## config.mk

```make
export PLATFORM = sky130hd
export DESIGN_NAME = uart_sample_assembler
export DESIGN_NICKNAME = d
export VERILOG_FILES = /design/src/rtl/filter_pkg.sv /design/src/rtl/uart_sample_assembler_rx_idle_timer.sv /design/src/rtl/uart_sample_assembler.sv
export SDC_FILE = /design/constraint.sdc
export NUM_CORES = 1
export LEC_CHECK = 0
export CAP_MARGIN = 0
export CORE_MARGIN = 2
export CORE_UTILIZATION = 45
export CTS_CLUSTER_DIAMETER = 60
export DETAILED_ROUTE_END_ITERATION = 8
export PLACE_DENSITY = 0.8
export SLEW_MARGIN = 20
export SYNTH_ARGS = -nofsm -noshare
export SYNTH_HDL_FRONTEND = slang
export SYNTH_SLANG_ARGS = --single-unit
```

## constraint.sdc

```tcl
create_clock -name clk -period 2.5 [get_ports clk]
set_input_delay 0.625 -clock clk [delete_from_list [all_inputs] [get_ports clk]]
set_output_delay 0.625 -clock clk [all_outputs]
set_load 0.1 [all_outputs]
```

## src/rtl/filter_pkg.sv

```systemverilog
// Shared constants and state encoding for the sample capture / filter datapath.
// Sizes here set the defaults of the receive-side sample assembler.
package filter_pkg;

  localparam int SAMPLE_W      = 16;
  localparam int SAMPLE_ADDR_W = 14;
  localparam int NUM_SAMPLES   = 16384;
  localparam int CLK_HZ        = 50_000_000;

  typedef enum logic [1:0] {
    ASM_IDLE    = 2'd0,
    ASM_COLLECT = 2'd1,
    ASM_DONE    = 2'd2
  } asm_state_t;

endpackage

```

## src/rtl/uart_sample_assembler_rx_idle_timer.sv

```systemverilog
// Idle-gap counter: expires on the TIMEOUT_CYCLES-th consecutive enabled cycle,
// then restarts from zero on its own.
module rx_idle_timer #(
  parameter int TIMEOUT_CYCLES = 50000
) (
  input  logic clk,
  input  logic reset,
  input  logic i_clear,
  input  logic i_enable,
  output logic o_expire
);

  localparam int CNT_W = $clog2(TIMEOUT_CYCLES + 1);
  localparam logic [CNT_W-1:0] LAST_CNT = CNT_W'(TIMEOUT_CYCLES - 1);

  logic [CNT_W-1:0] r_count;

  assign o_expire = i_enable && (r_count == LAST_CNT);

  // NOTE: sequential state uses non-blocking assignments so every flop samples
  // the pre-edge value of every other flop, independent of block ordering.
  always_ff @(posedge clk or posedge reset) begin
    if (reset) begin
      r_count <= '0;
    end else if (i_clear || o_expire) begin
      r_count <= '0;
    end else if (i_enable) begin
      r_count <= r_count + CNT_W'(1);
    end
  end

endmodule

```

## src/rtl/uart_sample_assembler.sv

```systemverilog
// Packs UART receive bytes MSB-first into sample words and streams them into
// the sample RAM write port with an auto-incrementing address.
module uart_sample_assembler
  import filter_pkg::*;
#(
  parameter int BYTES_PER_WORD = SAMPLE_W / 8,
  parameter int ADDR_W         = SAMPLE_ADDR_W,
  parameter int NUM_WORDS      = NUM_SAMPLES,
  parameter int TIMEOUT_CYCLES = CLK_HZ / 1000
) (
  input  logic                        clk,
  input  logic                        reset,
  input  logic                        start,
  input  logic [7:0]                  rx_data,
  input  logic                        rx_valid,
  input  logic                        rx_err,
  output logic                        wr_en,
  output logic [ADDR_W-1:0]           wr_addr,
  output logic [8*BYTES_PER_WORD-1:0] wr_data,
  output logic                        busy,
  output logic                        done,
  output logic                        frame_err,
  output logic [ADDR_W:0]             word_count
);

  localparam int WORD_W = 8 * BYTES_PER_WORD;
  localparam int IDX_W  = (BYTES_PER_WORD > 1) ? $clog2(BYTES_PER_WORD) : 1;
  localparam logic [IDX_W-1:0] LAST_IDX  = IDX_W'(BYTES_PER_WORD - 1);
  localparam logic [ADDR_W:0]  LAST_WORD = (ADDR_W + 1)'(NUM_WORDS - 1);

  asm_state_t         r_state;
  logic [WORD_W-1:0]  r_shreg;
  logic [IDX_W-1:0]   r_byte_idx;
  logic               r_wr_en;
  logic [ADDR_W-1:0]  r_wr_addr;
  logic [ADDR_W:0]    r_word_count;
  logic               r_frame_err;

  logic w_timer_en;
  logic w_timer_clr;
  logic w_expire;

  // The idle counter only sees gaps inside a partial word; any byte restarts it.
  assign w_timer_en  = (r_state == ASM_COLLECT) && (r_byte_idx != '0) && !rx_valid;
  assign w_timer_clr = !w_timer_en;

  rx_idle_timer #(
    .TIMEOUT_CYCLES(TIMEOUT_CYCLES)
  ) u_idle_timer (
    .clk     (clk),
    .reset   (reset),
    .i_clear (w_timer_clr),
    .i_enable(w_timer_en),
    .o_expire(w_expire)
  );

  always_ff @(posedge clk or posedge reset) begin
    if (reset) begin
      r_state      <= ASM_IDLE;
      r_shreg      <= '0;
      r_byte_idx   <= '0;
      r_wr_en      <= 1'b0;
      r_wr_addr    <= '0;
      r_word_count <= '0;
      r_frame_err  <= 1'b0;
    end else begin
      // NOTE: wr_en defaults low every cycle so a completed word pulses it once.
      r_wr_en <= 1'b0;
      case (r_state)
        ASM_IDLE, ASM_DONE: begin
          if (start) begin
            r_state      <= ASM_COLLECT;
            r_byte_idx   <= '0;
            r_wr_addr    <= '0;
            r_word_count <= '0;
            r_frame_err  <= 1'b0;
          end
        end
        ASM_COLLECT: begin
          // Address bookkeeping trails the write strobe by one cycle.
          if (r_wr_en) begin
            r_word_count <= r_word_count + (ADDR_W + 1)'(1);
            if (r_word_count == LAST_WORD) begin
              r_state   <= ASM_DONE;
              r_wr_addr <= '0;
            end else begin
              r_wr_addr <= r_wr_addr + ADDR_W'(1);
            end
          end
          if (rx_valid) begin
            if (rx_err) begin
              r_byte_idx  <= '0;
              r_frame_err <= 1'b1;
            end else begin
              r_shreg <= {r_shreg[WORD_W-9:0], rx_data};
              if (r_byte_idx == LAST_IDX) begin
                r_byte_idx <= '0;
                r_wr_en    <= 1'b1;
              end else begin
                r_byte_idx <= r_byte_idx + IDX_W'(1);
              end
            end
          end else if (w_expire) begin
            r_byte_idx  <= '0;
            r_frame_err <= 1'b1;
          end
        end
        default: r_state <= ASM_IDLE;
      endcase
    end
  end

  // The shift register holds the completed word throughout the wr_en cycle.
  assign wr_en      = r_wr_en;
  assign wr_addr    = r_wr_addr;
  assign wr_data    = r_shreg;
  assign busy       = (r_state == ASM_COLLECT);
  assign done       = (r_state == ASM_DONE);
  assign frame_err  = r_frame_err;
  assign word_count = r_word_count;

endmodule

```

# Yosys cells after proc, flatten, opt, wreduce, memory -nomap -nowiden
# Index checks and enable logic that the tools add are counted.
[word_totals]
register_bits = 66
input_bits = 13
[classes]
n_reduce_logical = 15
mux = 27
n_eq_ne = 9
n_addsub = 4
n_bitwise = 1
[op_table]
columns = ["cell", "n"]
rows = [
  ["$mux W14", 3],
  ["$mux W16", 2],
  ["$mux W15", 2],
  ["$pmux W15 S2", 1],
  ["$pmux W14 S2", 1],
  ["$add A16 B1 Y16 const B", 1],
  ["$eq A16 B16 Y1 const B", 1],
  ["$add A15 B1 Y15 const B", 1],
  ["$eq A15 B14 Y1 const B", 1],
  ["$add A14 B1 Y14 const B", 1],
  ["$mux W1", 12],
  ["$reduce_and A3 Y1", 4],
  ["$mux W2", 3],
  ["$ne A2 B1 Y1 const B", 2],
  ["$pmux W1 S2", 2],
  ["$pmux W2 S2", 1],
  ["$reduce_and A4 Y1", 1],
  ["$reduce_bool A2 Y1", 2],
  ["$logic_and A1 B1 Y1", 3],
  ["$ne A3 B2 Y1 const B", 1],
  ["$ne A3 B3 Y1 const B", 1],
  ["$eq A2 B1 Y1 const B", 1],
  ["$eq A2 B2 Y1 const B", 1],
  ["$logic_not A1 Y1", 2],
  ["6 further kinds", 6],
]

# Depth between registers and ports, before layout
# Gate-level depths: netlist of the first run.
[depth]
word_depth = 7
depth_mapped = 7
depth_no_buf = 5

# Modules after synthesis
# Synthesis of the first run repeated with hierarchy kept, for this count alone.
[hier_totals]
hier_cells = 327
area_unflattened_um2 = 3389.5
[by_module_without_submodules]
columns = ["module", "seq_area_each_um2", "instances", "area_per_inst_um2", "cells_each"]
rows = [
  ["uart_sample_assembler", 1251.2, 1, 2504.9, 237],
  ["rx_idle_timer", 400.4, 1, 884.6, 90],
]

# Worst setup path before layout of the first run
# No wires, ideal clock.
[synth_path]
path_kind = "flip-flop to flip-flop"
from = "reg r_state[0]"
to = "reg r_shreg[10] (netlist: wr_data[10])"
required_ps = 2374
setup_ps = 126
arrival_time_ps = 2447
path_buffers = 3
setup_slack_ps = -73
path_stages_with_launch = 7
path_cell_list = "dfrtp_1 -> nor2b_1 -> clkbuf_1 -> and3b_1 -> buf_2 -> buf_4 -> mux2_2"
[synth_between]
elab_chain_cells = 2
[synth_rtl]
columns = ["element", "line", "rtl"]
rows = [
  ["start, declared", "uart_sample_assembler.sv:31", "asm_state_t r_state;"],
  ["start signal, assigned", "uart_sample_assembler.sv:59", "r_state <= ASM_IDLE;"],
  ["start signal, assigned", "uart_sample_assembler.sv:72", "r_state <= ASM_COLLECT;"],
  ["start signal, assigned", "uart_sample_assembler.sv:84", "r_state <= ASM_DONE;"],
  ["$eq A2 B1 Y1", "n/a", ""],
  ["named net busy", "uart_sample_assembler.sv:20", "output logic busy,"],
  ["$reduce_and A3 Y1 (no line)", "n/a", ""],
  ["end signal, assigned", "uart_sample_assembler.sv:95", "r_shreg <= {r_shreg[WORD_W-9:0], rx_data};"],
  ["end, declared", "uart_sample_assembler.sv:32", "logic [WORD_W-1:0] r_shreg;"],
]
# The timed path passes the listed nets, and every way through them passes these cells.
# A chain may end at the register's enable or synchronous reset.

# Final worst setup path of the first run
[layout_path]
from = "reg u_idle_timer.r_count[10]"
to = "reg u_idle_timer.r_count[5]"
[layout_between]
elab_chain_cells = 4
elab_cells_between_ends = 5
cone_classes = "1 x eq/ne; 1 x mux; 3 x reduce/logical"
[layout_rtl]
columns = ["element", "line", "rtl"]
rows = [
  ["start, declared", "uart_sample_assembler_rx_idle_timer.sv:16", "logic [CNT_W-1:0] r_count;"],
  ["start signal, assigned", "uart_sample_assembler_rx_idle_timer.sv:28", "r_count <= r_count + CNT_W'(1);"],
  ["$eq A16 B16 Y1 *", "uart_sample_assembler_rx_idle_timer.sv:18", "assign o_expire = i_enable && (r_count == LAST_CNT);"],
  ["$logic_and A1 B1 Y1 *", "uart_sample_assembler_rx_idle_timer.sv:18", ""],
  ["$logic_or A1 B1 Y1 *", "uart_sample_assembler_rx_idle_timer.sv:25", "end else if (i_clear || o_expire) begin"],
  ["$mux W16 or $reduce_bool A2 Y1 (tied branches)", "n/a", ""],
]
# Mark *: on every way between the ends. The rest lies on a longest branch, timed or not.

==> results of run 1 <==
## registers in the layout (all words and copies together) (netlist names)
signal / cells
frame_err: 1
u_idle_timer.r_count: 16
word_count: 15
wr_addr: 14
r_byte_idx: 1
wr_data: 16
r_state: 2
wr_en: 1
## cell type report
cell class	instances	area (um2)
fill	584	2820
sequential	66	1650
multi-input combinational	211	1380
timing repair buffer	72	608
clock buffer	10	138
tap	96	120
clock inverter	6	41.3
inverter	8	30.0
## cell usage in the layout, fill, tap and decap left out, drive strengths merged, types with 4 or more instances in the layout
cell type      netlist  routed
a21oi               17      17
and4                 5       5
buf                  7      60
clkbuf               6      10
clkdlybuf4s50        0      12
dfrtp               66      66
inv                  8       9
mux2                16      16
nand2               19      19
nand2b               4       4
nand3               12      12
nand4               13      13
nor2                29      29
o211ai               4       4
o21ai               17      17
o31ai                5       5
or3                  9       9
or4                  8       8
xnor2               10      10
xor2                13      13
## layer usage
layer / GRT usage / wire, um / vias to the layer above
li1: - / - / 1206
met1: 0.240 / 2970 / 1256
met2: 0.306 / 3310 / 82
met3: 0.0471 / 326 / 9
met4: 0.0671 / 61 / 0
met5: 0 / 0 / -
## worst reg2reg max path, cell delays in order, from the launching register on
cell and delay [ns]:
dfrtp_1 0.42, or4_2 0.68, nor4_2 0.29, or2_1 0.50
nor2_1 0.11
## logic make-up after synthesis
group           Yosys count  share of synthesized area
fa+ha+maj                 3                     0.0119
xor+xnor                 23                     0.0639
buf+inv                  21                     0.0381
mux                      17                     0.0603
compound gates           50                     0.0965
simple gates            118                      0.205
flops                    66                      0.524
## power by group through the flow
stage	Sequential [mW]	Combinational, mW	Clock, mW
after floorplan	2.28	0.273	0
after global placement	1.37	1.48	0
after detailed placement	1.38	1.49	0
after CTS	1.36	1.50	0.826
after global routing	1.39	1.54	0.890
final	1.36	1.48	0.801
## path summary, 6_finish.rpt
kind | endpoint
worst max-delay path | u_idle_timer.r_count[5]$_DFFE_PP0P_
worst min-delay path | u_idle_timer.r_count[0]$_DFFE_PP0P_
worst max register to register | u_idle_timer.r_count[5]$_DFFE_PP0P_
worst min register to register | u_idle_timer.r_count[0]$_DFFE_PP0P_
max in group asynchronous | wr_data[12]$_DFFE_PP0P_
min in group asynchronous | word_count[12]$_DFFE_PP0P_
## per-stage QoR
stage | area, um2 | std cells | total power, mW
6_report | 3970 | 469 | 3.65
5_1_grt | 3970 | 469 | 3.82
4_1_cts | 3970 | 469 | 3.68
3_5_place_dp | 3790 | 453 | 2.87
3_3_place_gp | 3790 | 453 | 2.85
2_1_floorplan | 3160 | 298 | 2.55
==> results list, run 1 <==
* Internal power: 1.91 mW
- Startpoint type of the worst setup path: flop
- The worst register-to-register path has a setup slack of 0.36 ns.
* Critical hold path startpoint: u_idle_timer.r_count[0]$_DFFE_PP0P_
* Global-route wire length before repair: 11300 um
- Routability cong.: 0.827
* Status: finished, final reports clean
- Number of gates given a new drive strength after cts: 0
- Detailed placement finished with a half-perimeter wire length of 4630 um.
- In the post-route analysis, the smallest setup slack over all paths is 0.360 ns.
- Worst slew margin: 0.637
- For the worst setup path, the data arrival time is 2.34 ns.
- Maximum fanout encountered on the critical timing path: 16
- STA puts the critical path data required time at 2.70 ns.
- The number of cells on the worst reg-to-reg path is 4.
- Clock share of power: 0.219
* Async S/R FF share, synth: 1.00
* Synth unique cells: 44
* Number of antenna violations at the first check in global routing: 0
* Post-detailed-route wirelength per cell: 14.2 um
- Layout cell share with drive strength beyond 1: 0.268
- Standard-cell rows: 30
- The final hold violation count came to 0.
- Buffers inserted during clock tree synthesis total 9.
- For the pin with the worst max-slew slack, the measured transition is 0.545 ns.
- Synthesis produced a netlist with a net count of 314.
- Count of buffers added by post-CTS timing repair for setup: 0
* Worst hold slack: 0.485 ns
* Start point of the critical path: u_idle_timer.r_count[10]$_DFFE_PP0P_
* Number of standard cells after synthesis: 298
- Worst setup path class: flop to flop
- CP Depth: 4
- Final max-slew violation count: 0
- Width of the die: 87.7 um
- For this run, design rule violations remaining after detail routing come to 0.
- TritonCTS built the clock tree.
- The detail route stage leaves a number of antenna-violating nets equal to 0.
* Power density of the placed cells: 919 nW/um2
- The first detailed-routing pass took 4 iterations.
* Synth top area share: 0.524
- After synthesis the cells add up to 3150 um2.
- Most area-consuming cells after synthesis: dfrtp_1 (52%), mux2_2 (5.7%), xor2_1 (3.6%), nor2_1 (3.5%), xnor2_1 (2.8%)
* Number of buffers on the longest clock path: 2
- Initial DRC Count: 92
* Via density per instance: 5.44
- Sequential element share of the synthesized area: 0.524
- Starting density of the core: 0.464
* Hold-fix buffer count after cts: 0
- During synthesis, Yosys emitted a total of 0 warnings.
* Final setup skew: 0.0101 ns
- For this design the total switching power over the nets is 1.73 mW.
* Peak per-stage delay on the critical path: 0.68 ns
- Entering global routing, the biggest net connects 26 pins.
- Post-layout min period: 2.14 ns
- Cell with the most instances after synthesis: dfrtp_1
- Of the total power, registers draw 0.374.
- Summed over all failing endpoints, the final setup total negative slack is 0 ns.
- For this design the static power due to leakage is 1.72 nW.
- For this run, the share of the core covered by cells in the final layout is 0.585.
* DRT Wirelength: 6670 um
- In this run, synthesis inferred 0 flip-flops with an integrated enable.
- Count of inserted antenna diode cells: 0
- The tree is rooted in a clkbuf_8.
- Largest area contributor in the netlist: dfrtp_1
- The die is 87.7 um tall.
* Leading cell types by count after synthesis: dfrtp_1 (66), nor2_1 (29), nand2_1 (19)
* Worst slack at placement: 0.0704 ns
* Final count of negative-setup-slack endpoints: 0
- Setup repair after global routing left no endpoint under its margin.
* Buffer and inverter count on the worst path: 0
- Startpoint of the worst-slack reg-to-reg timing path: u_idle_timer.r_count[10]$_DFFE_PP0P_
- Mean area per synthesized cell: 10.6 um2
- Kind of cell with the highest combined delay on the critical path: simple AND/OR/NAND/NOR gates
- Max Freq: 0.467 GHz
- The tool flagged a number of max-cap violations equal to 0.
- The slowest stage of the critical path belongs to the cell or4_2.
- Post-route clock period utilization: 0.856
- Global-route usage over all layers: 0.186
- Most common flop cell mapped by yosys: dfrtp_1
- Synthesis-stage register bit count: 66
- Core Box Area: 6790 um2
- Counting every sink on the clock net gives 66.
- Of the total power, the share spent switching nets is 0.475.
* Clock-pin slew reported for the worst setup and hold paths after clock tree synthesis: 0.07 ns
- Clock latency reported for the late side of the worst-skew pair: 0.34 ns
- The via count of the first global-routing pass was 2403.
- Critical path capture point type: flop
- The H-tree was split into 3 levels.
- Chain of cells forming the critical path: or4_2 > nor4_2 > or2_1 > nor2_1
- Worst supply voltage drop on vdd: 0.000660 V
* Via Count: 2553
- During placement, the flow inserted port buffers numbering 61.
- Number of top-level design ports: 62
- GRT Residual Overflow: 0
- In the final design database the tool counted 384 nets.
- Of the total power, combinational logic draws 0.407.
* Layout-stage area growth over the synthesis result: 26.0%
* Classification of the worst-slack hold path: flop to flop
- Counting instances, the worst hold path has a depth of 1.
- The die covers 7690 um2.
(Power assumes the default switching activity.)
==> run 2: changes to the inputs <==
PLACE_DENSITY = 0.69   (was 0.8)
==> run 2 against run 1 <==
  * Setup slack improved by 0.013 ns
  * Die area unchanged
  * Count of clock-buffer cells in the layout increased by 2
  * Global-route usage about the same
  * Flip-flop and latch count unchanged
  * Clock power about the same
  * Sequential power about the same
  * Sequential share of layout area decreased by 0.14 points
  * Routed wire length decreased by 2.7%
  * Design area increased by 0.35%
  * Hold slack improved by 0.0066 ns
  * Total power about the same
  * Critical endpoint is now u_idle_timer.r_count[14]$_DFFE_PP0P_
==> results list, run 2 (synthesized netlist as in run 1, its figures left out) <==
- Status: finished, final reports clean
- Worst Setup Slack, final: 0.373 ns
* Met3 wire len: 310 um
* Maximum fanout encountered on the critical timing path: 16
- Port bufs: 61
* Placement Cell Area: 3810 um2
* Total power draw: 3.65 mW
* Number of buffers inserted during clock tree synthesis: 9
* Width of the die: 87.7 um
- In the global route stage, overall resource usage came out at 0.186.
- Slowest cell on the critical path: or4_2
- Number of design rule violations left after detail routing: 0
- CTS Sinks: 66
- Once detail routing completed, the nets flagged for antenna violations numbered 0.
- The floorplan step defined a die boundary enclosing 7690 um2.
- Max Freq: 0.470 GHz
- Highest-count cells in the layout ignoring fill and taps: dfrtp_1 (64), buf_4 (59), nor2_1 (29), nand2_1 (19)
- The initial antenna violation count came to 0.
- Pin slew with the least headroom to its limit: 0.545 ns
- Finished Layout Cells: 469
- Clock-pin slew reported for the worst setup and hold paths after clock tree synthesis: 0.06 ns
- Die height: 87.7 um
- TritonCTS clock tree: built
* Critical hold path startpoint: u_idle_timer.r_count[0]$_DFFE_PP0P_
- The number of gates resized after CTS was 0.
- Total Nets Final: 386
* Routability cong.: 0.843
- From synthesis to final layout, the design area changed by 26.4%.
- The first detailed-routing pass ran for 4 iterations.
- After layout, the minimum clock period comes to 2.13 ns.
- Dividing total power by cell area gives a power density of 916 nW/um2.
* Peak per-stage delay on the critical path: 0.70 ns
- Worst setup path class: flop to flop
- CTS built an H-tree with a depth of 3.
- The path with the worst hold slack has its endpoint at u_idle_timer.r_count[0]$_DFFE_PP0P_.
- Number of max-cap violations: 0
* R2r endpoint: u_idle_timer.r_count[14]$_DFFE_PP0P_
- Setup violations remaining at the end of the flow were counted as 0.
- Via Count: 2482
- Starting density of the core: 0.464
- Clock latency reported for the late side of the worst-skew pair: 0.33 ns
* Data required time at the worst endpoint: 2.70 ns
* Unrepaired setup endpoints after global routing: no
- Metal2 WL: 3040 um
- Measured in cells, the most critical reg-to-reg path has a length of 4.
- Chain of cells forming the critical path: or4_2 > nor4_2 > or2_1 > nor2_1
- Worst slew margin: 0.636
- Final setup skew: 0.0106 ns
- Count of inserted antenna diode cells: 0
- Initial DRC Count: 81
- Across all register-to-register paths, the minimum setup slack is 0.37 ns.
* Data arrival time of the critical path: 2.32 ns
* Count of buffers added by post-CTS timing repair for setup: 0
- Number of global-route vias before repair: 2389
* Pin count of the biggest net entering global routing: 25
- Worst slack at placement: 0.0314 ns
- GRT Residual Overflow: 0
- The longest clock path from root to sink contains 2 buffers.
* Final max-slew violation count: 0
- The region available for standard cell placement spans 6790 um2.
- After detailed routing, the total wire length is 6480 um.
- Startpoint type of the worst setup path: flop
- After floorplanning, the core was divided into 30 placement rows.
- After detailed routing, the number of vias per cell comes to 5.29.
- After legalization and detailed placement, the total HPWL measured 4670 um.
- Across the VDD grid, the largest voltage drop is 0.000691 V.
- In the final layout, the share of cells above drive strength 1 is 0.268.
- After clock tree synthesis, the flow added hold-fix buffers numbering 0.
* Routed length on met1: 3030 um
- Summed over all failing endpoints, the final setup total negative slack is 0 ns.
- The worst setup path is captured at a flop.
- The tightest min-delay check is of the flop to flop type.
- Startpoint of the worst-slack reg-to-reg timing path: u_idle_timer.r_count[10]$_DFFE_PP0P_
- The number of placed instances, taps included, is 455.
- Global-route wire length before repair: 11100 um
- For this design the static power due to leakage is 1.73 nW.
- Leading cell type in the layout, fill and taps excluded: dfrtp_1
- Hold path cells: 1
* Cell at the root of the clock tree: clkbuf_8
- With fillers left out, the area of the finished cells amounts to 3990 um2.
* Final hold violation count: 0
* Highest metal layer with signal wires: met4
* Post-detailed-route wirelength per cell: 13.8 um
- During I/O placement, the number of pins put on the boundary was 62.
* Post-route clock period utilization: 0.851
## run 2: cell count changes in the layout (fill, tap and decap cells not counted), sizes merged
cell      delta
buf          +2
clkbuf       +2
clkinvlp     -2
clkinv       -1
inv          -1
## run 2: per-layer routing
metal  vias to the layer above  GRT usage
li1                       1219          -
met1                      1198      0.244
met2                        54      0.298
met3                        11     0.0377
met4                         0     0.0881
met5                         -          0
## run 2: cell type report
| type | count | area [um2] |
|---|---|---|
| clock buffer | 12 | 165 |
| clock inverter | 2 | 12.5 |
| fill | 603 | 2810 |
| inverter | 8 | 30.0 |
| multi-input combinational | 211 | 1380 |
| sequential | 66 | 1650 |
| tap | 96 | 120 |
| timing repair buffer | 74 | 623 |
## run 2: per-stage QoR
step / util / hold WS (ns)
after floorplan: - / 0.442
final: 0.587 / 0.492
after global placement: 0.560 / 0.463
after global routing: 0.587 / 0.531
after detailed placement: 0.560 / 0.484
after CTS: 0.587 / 0.494
## run 2: report_power, final
part / internal, mW / switching, mW
clock network: 0.428 / 0.376
registers: 1.21 / 0.148
logic: 0.317 / 1.17
## run 2: worst max-delay path by stage
stage	startpoint	end	slack (ns)	depth (start not counted)
after floorplan	reset	word_count[0]$_DFFE_PP0P_	0.07	1
after global placement	start	word_count[7]$_DFFE_PP0P_	0.05	6
after detailed placement	start	word_count[7]$_DFFE_PP0P_	0.03	6
after CTS	u_idle_timer.r_count[10]$_DFFE_PP0P_	u_idle_timer.r_count[14]$_DFFE_PP0P_	0.36	4
after global routing	u_idle_timer.r_count[10]$_DFFE_PP0P_	u_idle_timer.r_count[7]$_DFFE_PP0P_	0.23	4
final	u_idle_timer.r_count[10]$_DFFE_PP0P_	u_idle_timer.r_count[14]$_DFFE_PP0P_	0.37	4
## run 2: worst max-delay path: cells and delay by family, from the launching register on
kind | cells | cell delay [ns]
simple gates | 4 | 1.57
flops | 1 | 0.42
==> run 3: changes to the inputs <==
CAP_MARGIN = default   (was 0)
CTS_BUF_LIST = sky130_fd_sc_hd__clkbuf_16   (was default)
==> run 3 against run 2 <==
  * Via count up 0.24%
  * Total power up 7.1%
  * Design area up 1.8%
  * Clock power up 32%
  * Clock skew down 0.0030 ns
  * Combinational power about the same
  * Setup slack worse by 0.010 ns
  * Routed wire length up 2.1%
  * Flip-flop and latch count unchanged
  * Utilization up 1.0 points
  * Hold slack worse by 0.0037 ns
  * First-iteration DRC count up 46%
==> results list, run 3 (synthesized netlist as in run 1, its figures left out) <==
- Status: finished, final reports clean
* Width of the die: 87.7 um
- Final count of negative-setup-slack endpoints: 0
- Chain of cells forming the critical path: clkdlybuf4s50_1 > nor2b_1 > buf_4 > o21ai_1 > or4_1 > o21ai_0
- GRT Residual Overflow: 0
- Peak per-stage delay on the critical path: 0.49 ns
* Number of design rule violations left after detail routing: 0
- Worst supply voltage drop on vdd: 0.000700 V
* Routability cong.: 0.843
* Setup_tns: 0 ns
* Highest-count cells in the layout ignoring fill and taps: dfrtp_1 (64), buf_4 (59), nor2_1 (29), nand2_1 (19)
- Global-route wire length before repair: 11300 um
- Together, buffers and inverters on the worst path number 2.
- Worst setup path class: primary input to flop
* Finished Layout Cells: 469
- Data required time at the worst endpoint: 2.74 ns
- Number of buffers inserted during clock tree synthesis: 9
* Startpoint of the worst-slack reg-to-reg timing path: u_idle_timer.r_count[10]$_DFFE_PP0P_
- Leak Pwr: 1.76 nW
- Prior to clock tree synthesis, the placed netlist has a worst setup slack of 0.0314 ns.
- Counting along the longest clock path gives a buffer depth of 2.
- Wires add up to 6620 um.
* Starting density of the core: 0.464
- Count of buffers added by post-CTS timing repair for setup: 0
- Leading cell type in the layout, fill and taps excluded: dfrtp_1
- For this block, the initial DRC count from the detailed router was 118.
- H-tree depth: 3
- Between clock sinks in the finished design, the worst skew comes to 0.00758 ns.
* Placement Cell Area: 3810 um2
* Kind of cell with the highest combined delay on the critical path: simple AND/OR/NAND/NOR gates
* Number of antenna violations at the first check in global routing: 0
- Critical path capture point type: flop
- In this run the vertical extent of the chip is 87.7 um.
- Of the cells placed in the final design, the portion with a size suffix greater than 1 is 0.260.
- In this run the clock root is driven by a clkbuf_16.
- Worst hold slack: 0.488 ns
- CTS Sinks: 66
- Compared with the post-synthesis result, the final layout area differs by 28.7%.
- The HPWL after detailed placement is 4670 um.
- Count of inserted antenna diode cells: 0
- Max Freq: 0.468 GHz
- Via density per instance: 5.30
- Global-route usage over all layers: 0.190
- The max-slew violation total from the final report was 0.
- Entering global routing, the biggest net connects 25 pins.
* Placed Instances: 455
- Hold-fix buffer count after cts: 0
- For this run, the post-layout net count is 386.
- TritonCTS clock tree: built
- The initialized floorplan defines 30 standard-cell rows.
* Maximum fanout encountered on the critical timing path: 14
* Final hold violation count: 0
* Number of max-cap violations: 0
* Clock-pin slew reported for the worst setup and hold paths after clock tree synthesis: 0.05 ns
- Port bufs: 61
- Data arrival time of the critical path: 2.38 ns
* Total power draw: 3.91 mW
- The worst register-to-register path has a depth of 4.
- The startpoint identified for the worst hold timing path is u_idle_timer.r_count[0]$_DFFE_PP0P_.
* Hold path cells: 1
- The worst pin sits at a relative slew slack of 0.634.
- Worst Setup Slack, final: 0.363 ns
* Unrepaired setup endpoints after global routing: no
- For this run, the detailed router's first-pass iteration total came to 4.
- Once detail routing completed, the nets flagged for antenna violations numbered 0.
- Power density of the placed cells: 964 nW/um2
* Via Count: 2488
* Slowest cell on the critical path: or4_1
* End-of-flow core utilization: 0.597
- Start point of the critical path: start
* Number of gates given a new drive strength after cts: 0
* Number of top-level design ports: 62
* CP Depth: 6
- Post-route clock period utilization: 0.855
* Clock latency reported for the late side of the worst-skew pair: 0.32 ns
* Total Die Area: 7690 um2
- Pin slew with the least headroom to its limit: 0.548 ns
- STA classifies the critical path startpoint as a primary input.
- The via count of the first global-routing pass is 2425.
* Area of all placed cells without fillers: 4060 um2
- The clock period could shrink to 2.14 ns.
- Core Box Area: 6790 um2
- The tightest min-delay check is of the flop to flop type.
- Post-detailed-route wirelength per cell: 14.1 um
[run 3: cell count changes in the layout (fill, tap and decap cells not counted)]
cell       change
clkbuf_8      -12
clkbuf_16      +9
clkinv_1       +3
[run 3: worst paths after layout]
path,endpoint,slack [ns]
setup / recovery,word_count[7]$_DFFE_PP0P_,0.36
hold / removal,u_idle_timer.r_count[0]$_DFFE_PP0P_,0.49
setup reg to reg,u_idle_timer.r_count[4]$_DFFE_PP0P_,0.37
hold reg to reg,u_idle_timer.r_count[0]$_DFFE_PP0P_,0.49
max in group asynchronous,wr_data[1]$_DFFE_PP0P_,1.30
min in group asynchronous,word_count[1]$_DFFE_PP0P_,0.67
[run 3: layer usage]
layer  vias to the layer above  track usage  wire length (um)
met3                         7       0.0518               289
met2                        49        0.302              3180
met1                      1211        0.247              3060
met5                         -            0                 0
met4                         0       0.0783                87
li1                       1221            -                 -
[run 3: area by class of cell]
| type | instances | area, um2 |
|---|---|---|
| Clock inverter | 5 | 23.8 |
| Fill cell | 601 | 2740 |
| Inverter | 8 | 30.0 |
| Clock buffer | 9 | 225 |
| Multi-Input combinational cell | 211 | 1380 |
| Timing Repair Buffer | 74 | 623 |
| Sequential cell | 66 | 1650 |
| Tap cell | 96 | 120 |
[run 3: power breakdown]
part	total [mW]	switching, mW	internal, mW
registers	1.37	0.150	1.22
logic	1.49	1.17	0.317
clock network	1.06	0.412	0.645
